`config.mk`:
```
export PLATFORM = sky130hd
export DESIGN_NAME = rom_burst_reader
export DESIGN_NICKNAME = d
export VERILOG_FILES = /design/src/rtl/rom_burst_reader.sv
export SDC_FILE = /design/constraint.sdc
export NUM_CORES = 1
export LEC_CHECK = 0
export BUFFER_PORTS_ARGS = -buffer_cell sky130_fd_sc_hd__buf_2
export CAP_MARGIN = 20
export CORE_MARGIN = 2
export CORE_UTILIZATION = 45
export CTS_BUF_LIST = sky130_fd_sc_hd__clkbuf_4 sky130_fd_sc_hd__clkbuf_8
export DETAILED_ROUTE_END_ITERATION = 8
export PLACE_DENSITY_LB_ADDON = 0.25
export SLEW_MARGIN = 10
export SYNTH_ARGS = -nofsm -noshare
export SYNTH_HDL_FRONTEND = slang
export SYNTH_SLANG_ARGS = --single-unit
```
`constraint.sdc`:
```
create_clock -name clk -period 2.8 [get_ports clk]
set_input_delay 0.56 -clock clk [delete_from_list [all_inputs] [get_ports clk]]
set_output_delay 0.56 -clock clk [all_outputs]
set_load 0.02 [all_outputs]
```
`src/rtl/rom_burst_reader.sv`:
```
// rom_burst_reader: streams bursts from a (i+1) constant ROM through a PIPE-stage read path and output FIFO.
// Define ROM_PARITY_EN to add rd_parity, the stored XOR of each rd_data word.
module rom_burst_reader #(
    parameter int DATA_W = 8,
    parameter int ADDR_W = 5,
    parameter int PIPE   = 2
) (
    input  logic              clk,
    input  logic              rst_n,
    input  logic              en,
    input  logic              req_valid,
    output logic              req_ready,
    input  logic [ADDR_W-1:0] req_addr,
    input  logic [ADDR_W-1:0] req_len,
    output logic              rd_valid,
    input  logic              rd_ready,
    output logic [DATA_W-1:0] rd_data,
    output logic              rd_last,
    output logic              busy
`ifdef ROM_PARITY_EN
    ,
    output logic              rd_parity
`endif
);
    localparam int FD  = PIPE + 2;
    localparam int PTW = $clog2(FD);
    localparam int CW  = $clog2(2 * FD + 1);
    typedef enum logic [1:0] {IDLE, BURST, DRAIN} state_t;
    function automatic logic [DATA_W-1:0] rom_word(input logic [ADDR_W-1:0] a);
        return DATA_W'(int'(a) + 1);
    endfunction
    function automatic logic [PTW-1:0] ptr_inc(input logic [PTW-1:0] p);
        return (p == PTW'(FD - 1)) ? '0 : p + 1'b1;
    endfunction
    state_t            state, next;
    logic              alive, accept, issue, last_now, pop;
    logic [ADDR_W-1:0] addr, beats;
    logic              s_v, s_l;
    logic [DATA_W-1:0] s_d;
    logic [CW-1:0]     inflight, cnt;
    logic [PTW-1:0]    wp, rp;
    logic [DATA_W-1:0] mem_d [FD];
    logic [FD-1:0]     mem_l;
    assign accept   = req_valid && req_ready;
    assign last_now = beats == '0;
    assign pop      = rd_valid && rd_ready;
    assign busy     = state != IDLE;
    assign rd_valid = cnt != '0;
    assign rd_data  = rd_valid ? mem_d[rp] : '0;
    assign rd_last  = rd_valid && mem_l[rp];
    // req_ready stays low until the first clock after reset release
    always_ff @(posedge clk or negedge rst_n)
        if (!rst_n) alive <= 1'b0;
        else        alive <= 1'b1;
    always_ff @(posedge clk or negedge rst_n)
        if (!rst_n) state <= IDLE;
        else        state <= next;
    always_comb begin
        next      = state;
        req_ready = 1'b0;
        issue     = 1'b0;
        case (state)
            IDLE: begin
                req_ready = alive;
                if (req_valid && alive) next = BURST;
            end
            BURST: begin
                issue = en && (cnt + inflight < CW'(FD));
                if (issue && last_now) next = DRAIN;
            end
            DRAIN: if (pop && rd_last) next = IDLE;
            default: next = IDLE;
        endcase
    end
    always_ff @(posedge clk or negedge rst_n)
        if (!rst_n) begin
            addr  <= '0;
            beats <= '0;
        end else if (accept) begin
            addr  <= req_addr;
            beats <= req_len;
        end else if (issue) begin
            addr  <= addr + 1'b1;
            beats <= beats - 1'b1;
        end
    // The FIFO write is the final pipeline stage, so only PIPE-1 register stages sit in front of it
    generate
        if (PIPE == 1) begin : g_direct
            assign s_v      = issue;
            assign s_d      = rom_word(addr);
            assign s_l      = last_now;
            assign inflight = '0;
        end else begin : g_pipe
            logic [PIPE-2:0]   pv, pl;
            logic [DATA_W-1:0] pd [PIPE-1];
            always_ff @(posedge clk or negedge rst_n)
                if (!rst_n) begin
                    pv <= '0;
                    pl <= '0;
                end else begin
                    pv[0] <= issue;
                    pl[0] <= last_now;
                    for (int i = 1; i < PIPE - 1; i++) begin
                        pv[i] <= pv[i-1];
                        pl[i] <= pl[i-1];
                    end
                end
            always_ff @(posedge clk) begin
                pd[0] <= rom_word(addr);
                for (int i = 1; i < PIPE - 1; i++) pd[i] <= pd[i-1];
            end
            assign s_v      = pv[PIPE-2];
            assign s_l      = pl[PIPE-2];
            assign s_d      = pd[PIPE-2];
            assign inflight = CW'($countones(pv));
        end
    endgenerate
    always_ff @(posedge clk or negedge rst_n)
        if (!rst_n) begin
            wp  <= '0;
            rp  <= '0;
            cnt <= '0;
        end else begin
            if (s_v) wp <= ptr_inc(wp);
            if (pop) rp <= ptr_inc(rp);
            cnt <= cnt + CW'(s_v) - CW'(pop);
        end
    always_ff @(posedge clk)
        if (s_v) begin
            mem_d[wp] <= s_d;
            mem_l[wp] <= s_l;
        end
`ifdef ROM_PARITY_EN
    logic [FD-1:0] mem_p;
    always_ff @(posedge clk)
        if (s_v) mem_p[wp] <= ^s_d;
    assign rd_parity = rd_valid && mem_p[rp];
`endif
endmodule

```
==> run summary, run 1 <==
The run finished with clean final reports. The die footprint came out at 6130 um2. STA classifies the critical path startpoint as a register. The wire length reported by the detailed router is 4.09 mm.

The type of the tightest min-delay check is in -> async. Clock skew on the completed layout was measured at 0.00787 ns. The number of design rule violations left after detail routing came out at 0. The post-synthesis instance total is 190. The worst setup path is of the reg -> out kind. The number of DRC violations after detailed-routing iteration 0 is 79. The initial antenna violation count is 0. In this run, post-CTS repair resized a total of 0 instances.

CTS saw 57 sinks. CTS built an H-tree with a depth of 3. The number of distinct library cells after synthesis came out at 35. The clock latency at the later pin of the worst-skew pair is 0.33 ns. The number of synthesized flops with an enable pin is 28. For the worst setup path, the data required time is 2.24 ns. At the end of routability-driven placement, the weighted congestion stood at 0.836. Dividing the detail-routed wire length by the instance count gives 13.9 um.

The number of flip-flops and latches in the synthesized netlist came out at 57. The clock transition at the registers of the reported paths came out at 0.06 ns. The total power density per cell area came out at 1110 nW/um2. The netlist area before placement is 2480 um2. The highest clock rate came out at 400 MHz.

The number of global-route vias before repair is 1,466. Setup repair after global routing left no endpoint under its margin. The leakage power summed over all cells is 1.16 nW. The TritonCTS clock tree is built. The number of buffers inserted during clock tree synthesis is 9.

The peak fanout along the critical path came out at 10. The most common flop cell mapped by yosys is sky130_fd_sc_hd__edfxtp_1. The number of nets at the end of the flow came out at 244.

The portion of the clock cycle consumed by the worst path in the final layout came out at 0.892. The post-detailed-route via-to-cell ratio came out at 5.12. Relative to the synthesized area, the layout overhead comes to 14.3%.

The sequential area share after synthesis is 0.619. The largest vdd supply drop is 0.508 mV. The number of inserted filler cells in the final layout came out at 484.

The share of post-route cells with drive strength above 1 is 0.220. The data arrival time of the critical path is 1.94 ns. The cell with the most instances after synthesis is sky130_fd_sc_hd__edfxtp_1. The final number of max-transition violations came out at 0. Summed over all instances, the cell type with the most area after synthesis is sky130_fd_sc_hd__edfxtp_1. The maximum single-stage delay on the critical path came out at 0.69 ns. After clock tree synthesis, the setup repair step added 0 buffers. The combined global-route utilization of all metal layers came out at 0.152. Among all stages on the critical path, the largest delay is contributed by sky130_fd_sc_hd__dfrtp_1. The remaining global-route overflow is 0. The shortest clock period the worst path allows after layout is 2.50 ns. The end-of-flow core utilization came out at 0.525.

The number of port buffers came out at 24. The number of buffers on the longest clock path is 2. The headroom to the max-slew limit is 0.629.

In this run the count of I/O pins placed on the die edge is 27. The total of hold buffers inserted after clock tree synthesis came out at 0. The routed layout has 1,511 vias. The wire length of the first global-routing pass came out at 6.91 mm. The top cell type's share of synthesized area is 0.339. Walking the worst path, the cells encountered are mux4_2 -> and2_1 -> buf_2. The number of failing setup endpoints in the final timing report is 0.

The floorplan has 27 rows. The die boundary height came out at 78.3 um. The commonest cells after synthesis are sky130_fd_sc_hd__edfxtp_1, sky130_fd_sc_hd__dfrtp_1, sky130_fd_sc_hd__nand2_1. The area occupied by multi-input gates came out at 861 um2.

The final number of hold-violating endpoints was 0. The combined flip-flop and latch cell area is 1540 um2. The number of detailed-routing iterations run before antenna repair is 4. The post-DP HPWL came out at 2.81 mm. The core region is 5410 um2. In this run the horizontal extent of the chip is 78.3 um. The transition time of the tightest slew-check pin came out at 0.556 ns. The pin count of the biggest net entering global routing came out at 24. The number of antenna repair diodes came out at 0. Of all flip-flops after synthesis, the portion carrying an async set or reset was 0.404.

The cell sitting at the root of the clock tree is a sky130_fd_sc_hd__clkbuf_8. The average size of a mapped cell is 13.1 um2. By area the synthesized netlist is led by sky130_fd_sc_hd__edfxtp_1, sky130_fd_sc_hd__dfrtp_1, sky130_fd_sc_hd__mux4_2. The max-cap violation count came out at 0. The remaining antenna violation count is 0.

The initial cell density of the core came out at 0.459. The worst setup path is captured at an output port. The setup TNS after final layout is 0 ns. The synthesis warning total came out at 0.
-- final timing paths --
kind	start	to	slack, ns	cells past startpoint
worst max-delay path	rp[0]$_DFFE_PN0P_	rd_last	0.30	3
worst min-delay path	rst_n	beats[2]$_DFFE_PN0P_	0.20	1
worst max register to register	g_pipe.pv$_DFF_PN0_	beats[1]$_DFFE_PN0P_	0.42	8
worst min register to register	beats[4]$_DFFE_PN0P_	g_pipe.pl$_DFF_PN0_	0.46	1
max in group asynchronous	rst_n	g_pipe.pl$_DFF_PN0_	2.24	1
min in group clk	req_len[2]	beats[2]$_DFFE_PN0P_	0.43	3
-- cells in the final DEF (no fill, tap or decap), drive strengths merged, types with 2 or more instances in the layout --
master | netlist | final
edfxtp | 28 | 28
buf | 6 | 24
dfrtp | 23 | 23
nand2 | 17 | 17
and2 | 15 | 15
nor2 | 12 | 12
inv | 11 | 11
ha | 11 | 11
clkbuf | 2 | 10
mux4 | 7 | 7
o21ai | 7 | 7
nand3 | 6 | 6
dfxtp | 6 | 6
xnor2 | 5 | 5
xor2 | 4 | 4
a31oi | 3 | 3
nand4 | 3 | 3
o211ai | 3 | 3
conb | 2 | 3
clkinv | 0 | 3
nor2b | 2 | 2
a211o | 2 | 2
or3 | 2 | 2
a21oi | 2 | 2
nor3 | 2 | 2
nand3b | 2 | 2
mux2 | 2 | 2
clkinvlp | 0 | 2
-- cell families after synthesis --
kind of cell / share of synthesized area
and+or+nand+nor: 0.128
muxes: 0.0756
adders and majority gates: 0.0554
xor gates and xnor gates: 0.0317
buffers and inverters: 0.0363
DFF: 0.619
other: 0.00302
AOI/OAI and AO/OA: 0.0514
-- critical path, delay by kind of cell (launching register included) --
family | cells | cell delay (ns)
buffers and inverters | 1 | 0.15
DFF | 1 | 0.69
and+or+nand+nor | 1 | 0.17
muxes | 1 | 0.60
-- layout make-up --
class,instances,share of cell area
well taps,72,0.0317
inverters,11,0.0145
clock buffers,10,0.0463
clock inverters,6,0.0207
multi-input cells,115,0.303
repair buffers,24,0.0423
flip-flops and latches,57,0.541
-- layer usage --
layer | up-vias | part of all wire | track usage
li1 | 728 | - | -
met1 | 734 | 0.45 | 0.191
met2 | 39 | 0.48 | 0.240
met3 | 10 | 0.054 | 0.0494
met4 | 0 | 0.019 | 0.0737
met5 | - | 0 | 0
-- registers in the layout, indices dropped and copies added (netlist names), 2 cells and up --
name	count
mem_d	24
g_pipe.pd	6
addr	5
beats	5
cnt	4
mem_l	4
rp	2
state	2
wp	2
-- report_power, final --
| group | leakage (nW) | switching, mW | internal [mW] | total (mW) |
|---|---|---|---|---|
| registers | 0.580 | 0.254 | 1.18 | 1.44 |
| logic | 0.490 | 0.498 | 0.470 | 0.968 |
| clock network | 0.0931 | 0.319 | 0.414 | 0.733 |
-- metrics by stage --
step | total power, mW | std cells | hold WS [ns] | setup WS [ns] | cell area (um2)
CTS | 3.17 | 295 | 0.218 | 0.253 | 2840
floorplan | 2.17 | 191 | 0.264 | 0.606 | 2490
detailed placement | 2.43 | 279 | 0.450 | 0.440 | 2650
global route | 3.36 | 295 | 0.245 | 0.178 | 2840
finish | 3.14 | 295 | 0.204 | 0.302 | 2840
global placement | 2.42 | 279 | 0.449 | 0.494 | 2650
(Power assumes the default switching activity.)
==> run 2: changes to the inputs <==
--- a/config.mk
+++ b/config.mk
@@ -5,13 +5,14 @@
 export SDC_FILE = /design/constraint.sdc
 export NUM_CORES = 1
 export LEC_CHECK = 0
-export BUFFER_PORTS_ARGS = -buffer_cell sky130_fd_sc_hd__buf_2
+export BUFFER_PORTS_ARGS = -buffer_cell sky130_fd_sc_hd__buf_4
 export CAP_MARGIN = 20
 export CORE_MARGIN = 2
 export CORE_UTILIZATION = 45
 export CTS_BUF_LIST = sky130_fd_sc_hd__clkbuf_4 sky130_fd_sc_hd__clkbuf_8
 export DETAILED_ROUTE_END_ITERATION = 8
 export PLACE_DENSITY_LB_ADDON = 0.25
+export SETUP_SLACK_MARGIN = 0.05
 export SLEW_MARGIN = 10
 export SYNTH_ARGS = -nofsm -noshare
 export SYNTH_HDL_FRONTEND = slang
==> run summary, run 2 (synthesized netlist as in run 1, its figures left out) <==
The total of hold buffers inserted after clock tree synthesis came out at 0 (unchanged). The die footprint is 6130 um2 (unchanged). The logic depth of the worst register-to-register path came out at 8 (unchanged). The library cell contributing the largest single delay on the critical path is sky130_fd_sc_hd__dfrtp_1. The detailed-route via count came out at 1,483 (-1.9%).

The initial antenna violation count is 0 (unchanged). The depth of the CTS H-tree was 3 (unchanged). The number of buffer and inverter instances along the worst setup path was 1 (unchanged). The clock transition at the registers of the reported paths was 0.06 ns (about the same). The portion of the clock cycle consumed by the worst path in the final layout is 0.888 (-0.00428). The number of cells on the critical path came out at 3 (unchanged). The wire length of the first global-routing pass is 7.09 mm (+2.5%). The average wire per standard cell was 13.9 um (+0.17%). The count of boundary I/O pins came out at 27 (unchanged). The combined global-route utilization of all metal layers is 0.154 (+0.00161). The max-cap violation count is 0 (unchanged). The number of design rule violations left after detail routing was 0 (unchanged).

The number of post-CTS setup repair buffers came out at 0 (unchanged). The worst-case hold slack came out at 0.125 ns (-0.0791 ns). The die boundary height is 78.3 um (unchanged).

The maximum single-stage delay on the critical path is 0.69 ns (about the same). The remaining antenna violation count is 0 (unchanged). STA classifies the critical path endpoint as an output port. The critical path startpoint category is a register. The peak fanout along the critical path is 10 (unchanged). The setup TNS after final layout is 0 ns (unchanged). The run finished with clean final reports.

The leakage power summed over all cells came to 1.19 nW (+2.6%). The number of port buffers came out at 24 (unchanged). The number of buffers on the longest clock path came out at 2 (unchanged). In this design, the largest share of critical-path delay is due to flip-flops. The final worst slack was 0.314 ns (+0.0120 ns).

The number of placement rows came out at 27 (unchanged). The number of DRC violations after detailed-routing iteration 0 came out at 62 (-22%). The post-place setup slack came out at 0.437 ns (-0.00207 ns). The shortest clock period the worst path allows after layout is 2.49 ns (-0.0120 ns).

The data arrival time of the critical path was 1.93 ns (about the same). The number of flip-flops in the largest register is 24 (unchanged). TritonCTS built the clock tree. The wire length reported by the detailed router is 4.10 mm (+0.17%). The post-cts resize count was 0 (unchanged).

The number of nets at the end of the flow came out at 244 (unchanged). The post-detailed-route via-to-cell ratio was 5.03 (-1.9%). Setup repair after global routing left no endpoint under its margin. In this run the worst hold path is classified as in -> async. The area inside the core boundary came out at 5410 um2 (unchanged).

The die boundary width came out at 78.3 um (unchanged). The number of inserted filler cells in the final layout is 480 (-0.83%). The total clock sinks was 57 (unchanged). The signal on the critical path passes through mux4_2 -> and2_1 -> buf_4.

The largest vdd supply drop is 0.387 mV (-24%). The final number of hold-violating endpoints came to 0 (unchanged). The final number of max-transition violations is 0 (unchanged). The number of buffers inserted during clock tree synthesis is 9 (unchanged). The post-DP HPWL is 2.87 mm (+2.0%).

The initial cell density of the core came to 0.459 (unchanged). The remaining global-route overflow came out at 0 (unchanged). The number of failing setup endpoints in the final timing report is 0 (unchanged). The number of antenna repair diodes came out at 0 (unchanged).

The post-synthesis to final-layout area growth is 16.7%. The critical register-to-register path startpoint is g_pipe.pv$_DFF_PN0_. The clock latency at the later pin of the worst-skew pair came out at 0.33 ns (about the same). The critical path data required time came to 2.24 ns (about the same). The placer congestion estimate came to 0.802 (-4.1%).

The number of detailed-routing iterations run before antenna repair came out at 4 (unchanged). The headroom to the max-slew limit is 0.633 (+0.00358). The root buffer selected by CTS is sky130_fd_sc_hd__clkbuf_8. The capture point of the worst reg-to-reg path is beats[1]$_DFFE_PN0P_.

Counting flops per register, the top entry is mem_d. The highest clock rate came out at 402 MHz (+0.48%). The largest registers in the layout are mem_d (24), g_pipe.pd (6).

Leaving out fill and tap cells, the most frequent cell in the layout is sky130_fd_sc_hd__edfxtp_1. The library cells used most frequently in the layout, excluding fill and tap cells, are sky130_fd_sc_hd__edfxtp_1, sky130_fd_sc_hd__buf_4, sky130_fd_sc_hd__dfrtp_1. The cell count after placement came to 279 (unchanged).

The setup slack on the worst flop-to-flop path came out at 0.44 ns (+0.02 ns). The pin count of the biggest net entering global routing came out at 24 (unchanged). The number of global-route vias before repair is 1,505 (+2.7%). The worst setup skew after layout is 0.00678 ns (-0.00109 ns). The end-of-flow core utilization came to 0.536 (+0.0111). The total power density per cell area came out at 1100 nW/um2 (-0.11%).

The share of post-route cells with drive strength above 1 is 0.220 (unchanged). The critical path is of the reg -> out type. The transition time of the tightest slew-check pin is 0.551 ns (-0.00537 ns). The final cell count without fillers came out at 295 (unchanged).
==> run 2: cell types whose count changed in the layout (fill, tap and decap cells not counted), sizes merged <==
cell / before / now
clkbuf: 10 / 12
clkinvlp: 2 / 0
==> run 2: power by group <==
part	total (mW)	internal, mW	leakage (nW)	switching, mW
clock	0.734	0.435	0.102	0.299
combinational	1.03	0.525	0.511	0.505
sequential	1.44	1.18	0.580	0.254
total	3.20	2.14	1.19	1.06
==> run 2: area by class of cell <==
cell class | instances | area (um2) | share of cell area
Sequential cell | 57 | 1540 | 0.530
Clock inverter | 4 | 43.8 | 0.0151
Multi-Input combinational cell | 115 | 861 | 0.297
Tap cell | 72 | 90.1 | 0.0311
Timing Repair Buffer | 24 | 180 | 0.0621
Clock buffer | 12 | 146 | 0.0505
Inverter | 11 | 41.3 | 0.0142
==> run 2: layer usage <==
metal	vias to the layer above	track usage	share of wire
met5	-	0	0
met4	0	0.0684	0.020
met3	9	0.0506	0.043
met2	32	0.239	0.48
met1	720	0.198	0.46
li1	722	-	-
==> run 2: how the worst max path moves through the flow <==
| stage | from | to |
|---|---|---|
| 3_3_place_gp | g_pipe.pv$_DFF_PN0_ | beats[1]$_DFFE_PN0P_ |
| 6_report | rp[0]$_DFFE_PN0P_ | rd_last |
| 4_1_cts | rp[0]$_DFFE_PN0P_ | rd_last |
| 5_1_grt | rp[0]$_DFFE_PN0P_ | rd_last |
| 2_1_floorplan | cnt[1]$_DFF_PN0_ | cnt[3]$_DFF_PN0_ |
| 3_5_place_dp | g_pipe.pv$_DFF_PN0_ | addr[1]$_DFFE_PN0P_ |
==> run 2: stage by stage <==
stage	power [mW]	area [um2]
CTS	3.25	2900
finish	3.20	2900
global placement	2.47	2710
floorplan	2.17	2490
detailed placement	2.51	2710
global route	3.45	2900
